## config.mk

```make
export PLATFORM = sky130hd
export DESIGN_NAME = rv32i_control_fsm
export DESIGN_NICKNAME = d
export VERILOG_FILES = /design/src/rtl/rv32i_control_fsm.sv
export SDC_FILE = /design/constraint.sdc
export NUM_CORES = 1
export LEC_CHECK = 0
export BUFFER_PORTS_ARGS = -buffer_cell sky130_fd_sc_hd__buf_2
export CORE_AREA = 2 2 76 78
export DETAILED_ROUTE_END_ITERATION = 12
export DIE_AREA = 0 0 78 80
export GPL_TIMING_DRIVEN = 0
export HOLD_SLACK_MARGIN = 0.08
export PLACE_DENSITY = 0.83
export SYNTH_ARGS = -nofsm -noshare
export SYNTH_HDL_FRONTEND = slang
export SYNTH_SLANG_ARGS = --single-unit
export TNS_END_PERCENT = 20
```

## constraint.sdc

```tcl
create_clock -name clk -period 2.2 [get_ports clk]
set_input_delay 0 -clock clk [delete_from_list [all_inputs] [get_ports clk]]
set_output_delay 0 -clock clk [all_outputs]
set_load 0.01 [all_outputs]
```

## src/rtl/rv32i_control_fsm.sv

```systemverilog
// rtl/rv32i_control_fsm.sv - multi-cycle RV32I control sequencer
// Handshake/status outputs are registered from next state; datapath strobes are decoded from current state.
module rv32i_control_fsm #(
    parameter int TIMEOUT = 16,
    parameter int CNT_W   = 32
) (
    input  logic             clk,
    input  logic             rst_n,
    input  logic             run,
    input  logic             isALUreg,
    input  logic             isALUimm,
    input  logic             isBranch,
    input  logic             isJALR,
    input  logic             isJAL,
    input  logic             isAUIPC,
    input  logic             isLUI,
    input  logic             isLoad,
    input  logic             isStore,
    input  logic             isSYSTEM,
    input  logic             rd_zero,
    input  logic             take_branch,
    input  logic             mem_ready,
    output logic             mem_req,
    output logic             mem_we,
    output logic             addr_sel,
    output logic             ir_we,
    output logic             rdata_we,
    output logic             rf_we,
    output logic [1:0]       wb_sel,
    output logic             pc_we,
    output logic [1:0]       pc_sel,
    output logic [2:0]       state,
    output logic             retire,
    output logic [CNT_W-1:0] instret,
    output logic             halted,
    output logic             trap
);

    typedef enum logic [2:0] {
        S_IDLE    = 3'd0,
        S_FETCH   = 3'd1,
        S_DECODE  = 3'd2,
        S_EXECUTE = 3'd3,
        S_MEM     = 3'd4,
        S_WB      = 3'd5,
        S_HALT    = 3'd6,
        S_TRAP    = 3'd7
    } state_e;

    typedef enum logic [2:0] {
        C_NONE   = 3'd0,
        C_SYS    = 3'd1,
        C_LOAD   = 3'd2,
        C_STORE  = 3'd3,
        C_JALR   = 3'd4,
        C_JAL    = 3'd5,
        C_BRANCH = 3'd6,
        C_ALU    = 3'd7
    } cls_e;

    localparam int TO_W = (TIMEOUT > 1) ? $clog2(TIMEOUT) : 1;
    localparam logic [TO_W-1:0] TO_LAST = (TIMEOUT > 0) ? TO_W'(TIMEOUT - 1) : '0;

    state_e            state_q, state_d;
    cls_e              cls_q, cls_d, cls_dec;
    logic [TO_W-1:0]   to_cnt_q, to_cnt_d;
    logic [CNT_W-1:0]  instret_q, instret_d;
    logic              mem_req_q, mem_req_d;
    logic              mem_we_q, mem_we_d;
    logic              addr_sel_q, addr_sel_d;
    logic              halted_q, halted_d;
    logic              trap_q, trap_d;
    logic              mem_wait, to_expire;

    // Class priority when the decoder raises several flags at once.
    always_comb begin
        cls_dec = C_NONE;
        if (isSYSTEM)                                  cls_dec = C_SYS;
        else if (isLoad)                               cls_dec = C_LOAD;
        else if (isStore)                              cls_dec = C_STORE;
        else if (isJALR)                               cls_dec = C_JALR;
        else if (isJAL)                                cls_dec = C_JAL;
        else if (isBranch)                             cls_dec = C_BRANCH;
        else if (isALUreg || isALUimm || isLUI || isAUIPC) cls_dec = C_ALU;
    end

    assign mem_wait  = mem_req_q && !mem_ready;
    assign to_expire = (TIMEOUT != 0) && mem_wait && (to_cnt_q == TO_LAST);

    always_comb begin
        state_d  = state_q;
        cls_d    = cls_q;
        ir_we    = 1'b0;
        rdata_we = 1'b0;
        rf_we    = 1'b0;
        wb_sel   = 2'd0;
        pc_we    = 1'b0;
        pc_sel   = 2'd0;
        retire   = 1'b0;
        case (state_q)
            S_IDLE: begin
                if (run) state_d = S_FETCH;
            end
            S_FETCH: begin
                if (mem_ready) begin
                    ir_we   = 1'b1;
                    state_d = S_DECODE;
                end else if (to_expire) begin
                    state_d = S_TRAP;
                end
            end
            S_DECODE: begin
                cls_d = cls_dec;
                case (cls_dec)
                    C_NONE:  state_d = S_TRAP;
                    C_SYS:   state_d = S_HALT;
                    default: state_d = S_EXECUTE;
                endcase
            end
            S_EXECUTE: begin
                state_d = S_FETCH;
                case (cls_q)
                    C_LOAD, C_STORE: state_d = S_MEM;
                    C_ALU, C_JAL, C_JALR: begin
                        rf_we  = !rd_zero;
                        wb_sel = (cls_q == C_ALU) ? 2'd0 : 2'd2;
                        pc_we  = 1'b1;
                        pc_sel = (cls_q == C_JALR) ? 2'd2 : ((cls_q == C_JAL) ? 2'd1 : 2'd0);
                        retire = 1'b1;
                    end
                    C_BRANCH: begin
                        pc_we  = 1'b1;
                        pc_sel = take_branch ? 2'd1 : 2'd0;
                        retire = 1'b1;
                    end
                    default: state_d = S_TRAP;
                endcase
            end
            S_MEM: begin
                if (mem_ready) begin
                    if (cls_q == C_STORE) begin
                        pc_we   = 1'b1;
                        retire  = 1'b1;
                        state_d = S_FETCH;
                    end else begin
                        rdata_we = 1'b1;
                        state_d  = S_WB;
                    end
                end else if (to_expire) begin
                    state_d = S_TRAP;
                end
            end
            S_WB: begin
                rf_we   = !rd_zero;
                wb_sel  = 2'd1;
                pc_we   = 1'b1;
                retire  = 1'b1;
                state_d = S_FETCH;
            end
            default: state_d = state_q;
        endcase
    end

    // Registered handshake outputs follow the state being entered so they align with state_q.
    always_comb begin
        mem_req_d  = (state_d == S_FETCH) || (state_d == S_MEM);
        addr_sel_d = (state_d == S_MEM);
        mem_we_d   = (state_d == S_MEM) && (cls_d == C_STORE);
        halted_d   = (state_d == S_HALT);
        trap_d     = (state_d == S_TRAP);
        instret_d  = instret_q + CNT_W'(retire);
        to_cnt_d   = to_cnt_q;
        if (state_d != state_q)
            to_cnt_d = '0;
        else if (mem_wait && (TIMEOUT != 0))
            to_cnt_d = to_cnt_q + 1'b1;
    end

    always_ff @(posedge clk or negedge rst_n) begin
        if (!rst_n) begin
            state_q    <= S_IDLE;
            cls_q      <= C_NONE;
            to_cnt_q   <= '0;
            instret_q  <= '0;
            mem_req_q  <= 1'b0;
            mem_we_q   <= 1'b0;
            addr_sel_q <= 1'b0;
            halted_q   <= 1'b0;
            trap_q     <= 1'b0;
        end else begin
            state_q    <= state_d;
            cls_q      <= cls_d;
            to_cnt_q   <= to_cnt_d;
            instret_q  <= instret_d;
            mem_req_q  <= mem_req_d;
            mem_we_q   <= mem_we_d;
            addr_sel_q <= addr_sel_d;
            halted_q   <= halted_d;
            trap_q     <= trap_d;
        end
    end

    assign mem_req  = mem_req_q;
    assign mem_we   = mem_we_q;
    assign addr_sel = addr_sel_q;
    assign state    = state_q;
    assign instret  = instret_q;
    assign halted   = halted_q;
    assign trap     = trap_q;

endmodule

```

== Word-level counts from Yosys, hierarchy flattened ==
Cells that the tools add are included.
W data, S select, Z words.

* Add/sub/neg operators: 2
* Reductions and logical operators: 15
* Multiplexer cells: 37
* Equal/unequal tests: 19

{| class="wikitable"
|+ Operators with widths
! operator !! number
|-
| $mux W3 || 13
|-
| $add A32 B1 Y32 || 1
|-
| $eq A3 B3 Y1 const B || 9
|-
| $pmux W3 S6 || 1
|-
| $eq A3 B2 Y1 const B || 5
|-
| $pmux W3 S2 || 2
|-
| $mux W1 || 11
|-
| $eq A3 B1 Y1 const B || 3
|-
| $mux W2 || 4
|-
| $mux W4 || 2
|-
| $pmux W2 S2 || 2
|-
| $logic_not A3 Y1 || 2
|-
| $add A4 B1 Y4 const B || 1
|-
| $eq A4 B4 Y1 const B || 1
|-
| $logic_or A1 B1 Y1 || 4
|-
| $reduce_or A4 Y1 || 1
|-
| $logic_and A1 B1 Y1 || 3
|-
| $ne A3 B3 Y1 || 1
|-
| $pmux W1 S3 || 1
|-
| $reduce_or A3 Y1 || 1
|-
| $logic_not A1 Y1 || 2
|-
| $pmux W1 S2 || 1
|-
| $reduce_bool A2 Y1 || 1
|-
| $reduce_or A2 Y1 || 1
|}

* Register bits after elaboration: 47
* Logic and storage cells: 82
* Output and inout port bits: 49
* Bits of input ports: 16

== Depth between registers and ports, before layout ==
* Depth after elaboration: 15
* Mapped depth: 12
* Mapped depth without buffers: 11

== Least setup slack after synthesis ==
OpenSTA, ideal clock, no wires.

* Path kind: reg-to-reg
* Start: register state_q[2] (netlist: state[2])
* End: register instret_q[20] (netlist: instret[20])
* Slack: -0.508 ns
* Cell stages (with the launch flop): 11
* Data required time: 2.071 ns
* Data arrival time: 2.578 ns
* Setup time: 0.129 ns
* Cell sequence: dfrtp_1 buf_2 nand2b_1 o21ai_0 ha_1 ha_1 nand2_1 nor3_4 and4_2 nand3_2 xnor2_1

* Word-level cells in the longest chain between the ends: 3

{| class="wikitable"
|+ Ends and longest elaborated chain
! element !! line !! text
|-
| start: declaration || 64 || <nowiki>state_e state_q, state_d;</nowiki>
|-
| start signal: assignment || 191 || <nowiki>state_q <= state_d;</nowiki>
|-
| $eq A3 B3 Y1 / $eq A3 B2 Y1 (equally long branches) || - ||
|-
| $pmux W1 S3 * || - ||
|-
| via pc_we || 30 || <nowiki>output logic pc_we,</nowiki>
|-
| $add A32 B1 Y32 * || 171 || <nowiki>instret_d = instret_q + CNT_W'(retire);</nowiki>
|-
| via instret_d[20] || 67 || <nowiki>logic [CNT_W-1:0] instret_q, instret_d;</nowiki>
|-
| end signal: assignment || 194 || <nowiki>instret_q <= instret_d;</nowiki>
|-
| end: declaration || 67 ||
|}

Mark *: on every way through the listed nets, which the timed path passes. The rest lies on a longest branch.
A chain may end at the register's enable or synchronous reset.

== Final worst setup path ==
* Start: register cls_q[2]
* End: register instret_q[28] (netlist: instret[28])

* Word-level cells in the longest chain between the ends: 5

{| class="wikitable"
|+ Ends and longest elaborated chain
! element !! line !! text
|-
| start: declaration || 65 || <nowiki>cls_e cls_q, cls_d, cls_dec;</nowiki>
|-
| start signal: assignment || 192 || <nowiki>cls_q <= cls_d;</nowiki>
|-
| $eq A3 B3 Y1 / $eq A3 B2 Y1 (equally long branches) || 122, 141 ||
|-
| $reduce_or A4 Y1 (no line) / $mux W1 (equally long branches) || - ||
|-
| $mux W1, on equally long branches || 122, 140 ||
|-
| $pmux W1 S3 * || 100 || <nowiki>case (state_q)</nowiki>
|-
| $add A32 B1 Y32 * || 171 ||
|-
| via instret_d[28] || 67 ||
|}

Marks and branches as above.

==> summary.txt <==
Drt
  – Met1 Wirelength: roughly 2500 µm
  – Highest routed layer: met4
  – Wire length per cell: around 14 µm
  – Wire length on met3: 309 µm
  – Via count: roughly 2100
  – Post-DR vias/cell: around 5.2
  – Total iterations of the first detailed-routing run: 4
  – Met2 routed WL: between 2000 and 3000 µm
  – DRT Wirelength: 5530 µm
  – Final ANT Viol Nets: 0
  – Initial drt markers: 117
  – DRC: 0

Setup path
  – Critical path fanouts, max: 4
  – Crit path kind: flop to flop
  – Nature of the critical path endpoint: flop
  – Critical path launch point type: flop
  – Critical Path AT: ~2300 ps
  – CP Data Required Time: roughly 2400 ps

Clock tree
  – Reg clk slew, reported paths: around 80 ps
  – H-tree lvl count: 2
  – Clock Sinks: 47
  – CTS tree: yes
  – Total CTS buffers: 5
  – Worst-skew pair later-pin latency: 290 ps
  – Clock tree buffer depth: 2
  – Root buffer cell: clkbuf_8

Synthesis
  – Synth warn: 0
  – Avg Cell Area, Syn: between 10 and 15 µm²
  – Post-Syn Area: 2510 µm²
  – Synth area leader: dfrtp_1
  – Synth Register Bits: between 40 and 50
  – Synth async-reset ratio: 1.00
  – Top FF cell, synth: dfrtp_1
  – Synth unique cells: between 50 and 60
  – Post-synth EDFFs: 0
  – Post-synth top area share: 0.468
  – Post-synthesis sequential area ratio: 0.468
  – Synth area leaders: dfrtp_1 (47%), xnor2_1 (7.3%), xor2_1 (4.2%)
  – Synthesized instance count: 242
  – Syn Nets: 261

Global route
  – Initial antenna violation count: 0
  – Global-route total usage across every layer: 0.186
  – Total grt overflow: 0
  – Largest net degree at the start of global routing: 48
  – Vias in the first global route: roughly 2000
  – Global-route wire length before repair: approximately 9300 µm

Final layout
  – FF+latch area: about 1200 µm²
  – Non-filler cells, final: roughly 410
  – Area of the multi-input gates: between 1000 and 1500 µm²
  – Fill count: 465
  – Area growth from synthesis to layout: 31.0%
  – Commonest non-fill, non-tap cell in the layout: buf_2
  – # diodes: 0
  – Layout cells sized above 1: 0.369
  – Most frequent cells in the layout: buf_2 (64), dfrtp_1 (46), nor2_1 (23), xnor2_1 (21), nand2_1 (17)
  – Final nets: ~350

Timing
  – Max Slew Vio Count: 0
  – Slew HR: 0.315
  – RSZ-0062 raised after global routing: yes
  – # setup viols final: 0
  – Hold Fails Final Rpt: 0
  – Min Tclk post-route: between 2000 and 2500 ps
  – Final worst slack: 38.8 ps
  – Clock Skew: ~10 ps
  – Worst-Margin Slew: 1030 ps
  – Final Cycle Share: 0.982
  – Peak Freq: 0.463 GHz

Worst hold path
  – Hold Path Class: input pin to flop

Floorplanning
  – Num rows: 27
  – Initial Util: 0.465
  – Core area: between 5000 and 6000 µm²
  – Die Y: about 80 µm
  – Die ar.: approximately 6200 µm²
  – Die width: roughly 80 µm
  – IO Pins: 65

Placed design
  – Placed cells: 377
  – DP Worst Slack: -453 ps
  – Buffers on Ports: 63
  – Routability cong.: between 0.9 and 1
  – Hpwl dp: between 3000 and 4000 µm

Power
  – Power Density: 471 nW/µm²
  – Peak supply drop: roughly 0.00029 V
  – Leak Pwr: between 1.5 and 2 nW
  – Final Total Pwr: between 0.0015 and 0.002 W

Run status
  – Status: finished, final reports clean

Flow run
  – Max-cap violations: 0
-- report_power, final --
group          internal, W  switching [W]  total, W
Sequential        0.000874     0.00000675  0.000881
Clock             0.000258       0.000271  0.000528
Combinational    0.0000579      0.0000828  0.000141
-- critical path, stage by stage (launching register included) --
cell and delay [ps]:
dfrtp_1 380, nand3b_1 200, nor2_1 120, nor2_1 50, o21ai_2 180, ha_4 210
ha_4 160, nand2_4 50, nor3_4 170, and4_4 300, nand3_2 90, xnor2_1 150
-- stage by stage --
stage,cell area [µm²],TNS [ps],hold slack (ps),utilization
after floorplan,2550,-1080,-296,-
after detailed placement,2960,-6330,230,0.547
after CTS,3240,0,97.9,0.600
final,3290,0,113,0.609
after global placement,2960,-4800,232,0.547
after global routing,3290,-1580,136,0.609
-- synth_stat cells (4+ instances only) --
master / number
buf_4: 4
dfrtp_1: 47
inv_1: 10
nand2_1: 18
nand2b_1: 4
nand3_1: 10
nand4_1: 7
nor2_1: 27
nor2b_1: 4
nor3_1: 9
o21ai_0: 5
xnor2_1: 21
xor2_1: 12
-- kinds of logic after synthesis --
| logic type | count (synthesis) | share of synthesized area |
|---|---|---|
| xor+xnor | 33 | 0.115 |
| buf+inv | 17 | 0.0329 |
| compound gates | 32 | 0.0967 |
| fa+ha+maj | 3 | 0.0149 |
| simple gates | 108 | 0.264 |
| mux | 2 | 0.00847 |
| flops | 47 | 0.468 |
-- area by class of cell --
cell class	count	share of cell area
Inverter	10	0.0114
Clock inverter	1	0.00266
Clock buffer	7	0.0262
Buffer	7	0.0198
Multi-Input combinational cell	178	0.407
Tap cell	72	0.0274
Timing Repair Buffer	83	0.148
Sequential cell	47	0.358
-- final timing paths --
| check | to | cells past startpoint | slack [ps] | from |
|---|---|---|---|---|
| worst max-delay path | instret[28] | 11 | 40 | cls_q[2] |
| worst min-delay path | cls_q[1] | 3 | 110 | isJAL |
| worst max register to register | instret[28] | 11 | 40 | cls_q[2] |
| worst min register to register | instret[13] | 1 | 490 | instret[13] |
| max in group asynchronous | state[2] | 2 | 1070 | rst_n |
| min in group asynchronous | cls_q[1] | 2 | 420 | rst_n |
-- flip-flops by register name, summed over array words and instances (netlist names), 3 cells and up --
name	count
to_cnt_q	4
instret	32
state	3
cls_q	3
-- layer usage --
| metal | up-vias | global-route usage |
|---|---|---|
| li1 | 1037 | - |
| met1 | 987 | 0.248 |
| met2 | 73 | 0.306 |
| met3 | 8 | 0.0294 |
| met4 | 0 | 0.0684 |
| met5 | - | 0 |
-- repair_timing --
item                                    CTS  global route
pin swaps                                 8             9
endpoints found under the setup margin   23            21
endpoints found under the hold margin    49             0
buffers inserted                         11             2
hold buffers                              7             0
gates resized for setup                   8             6
Power figures use the tool's default switching activity.
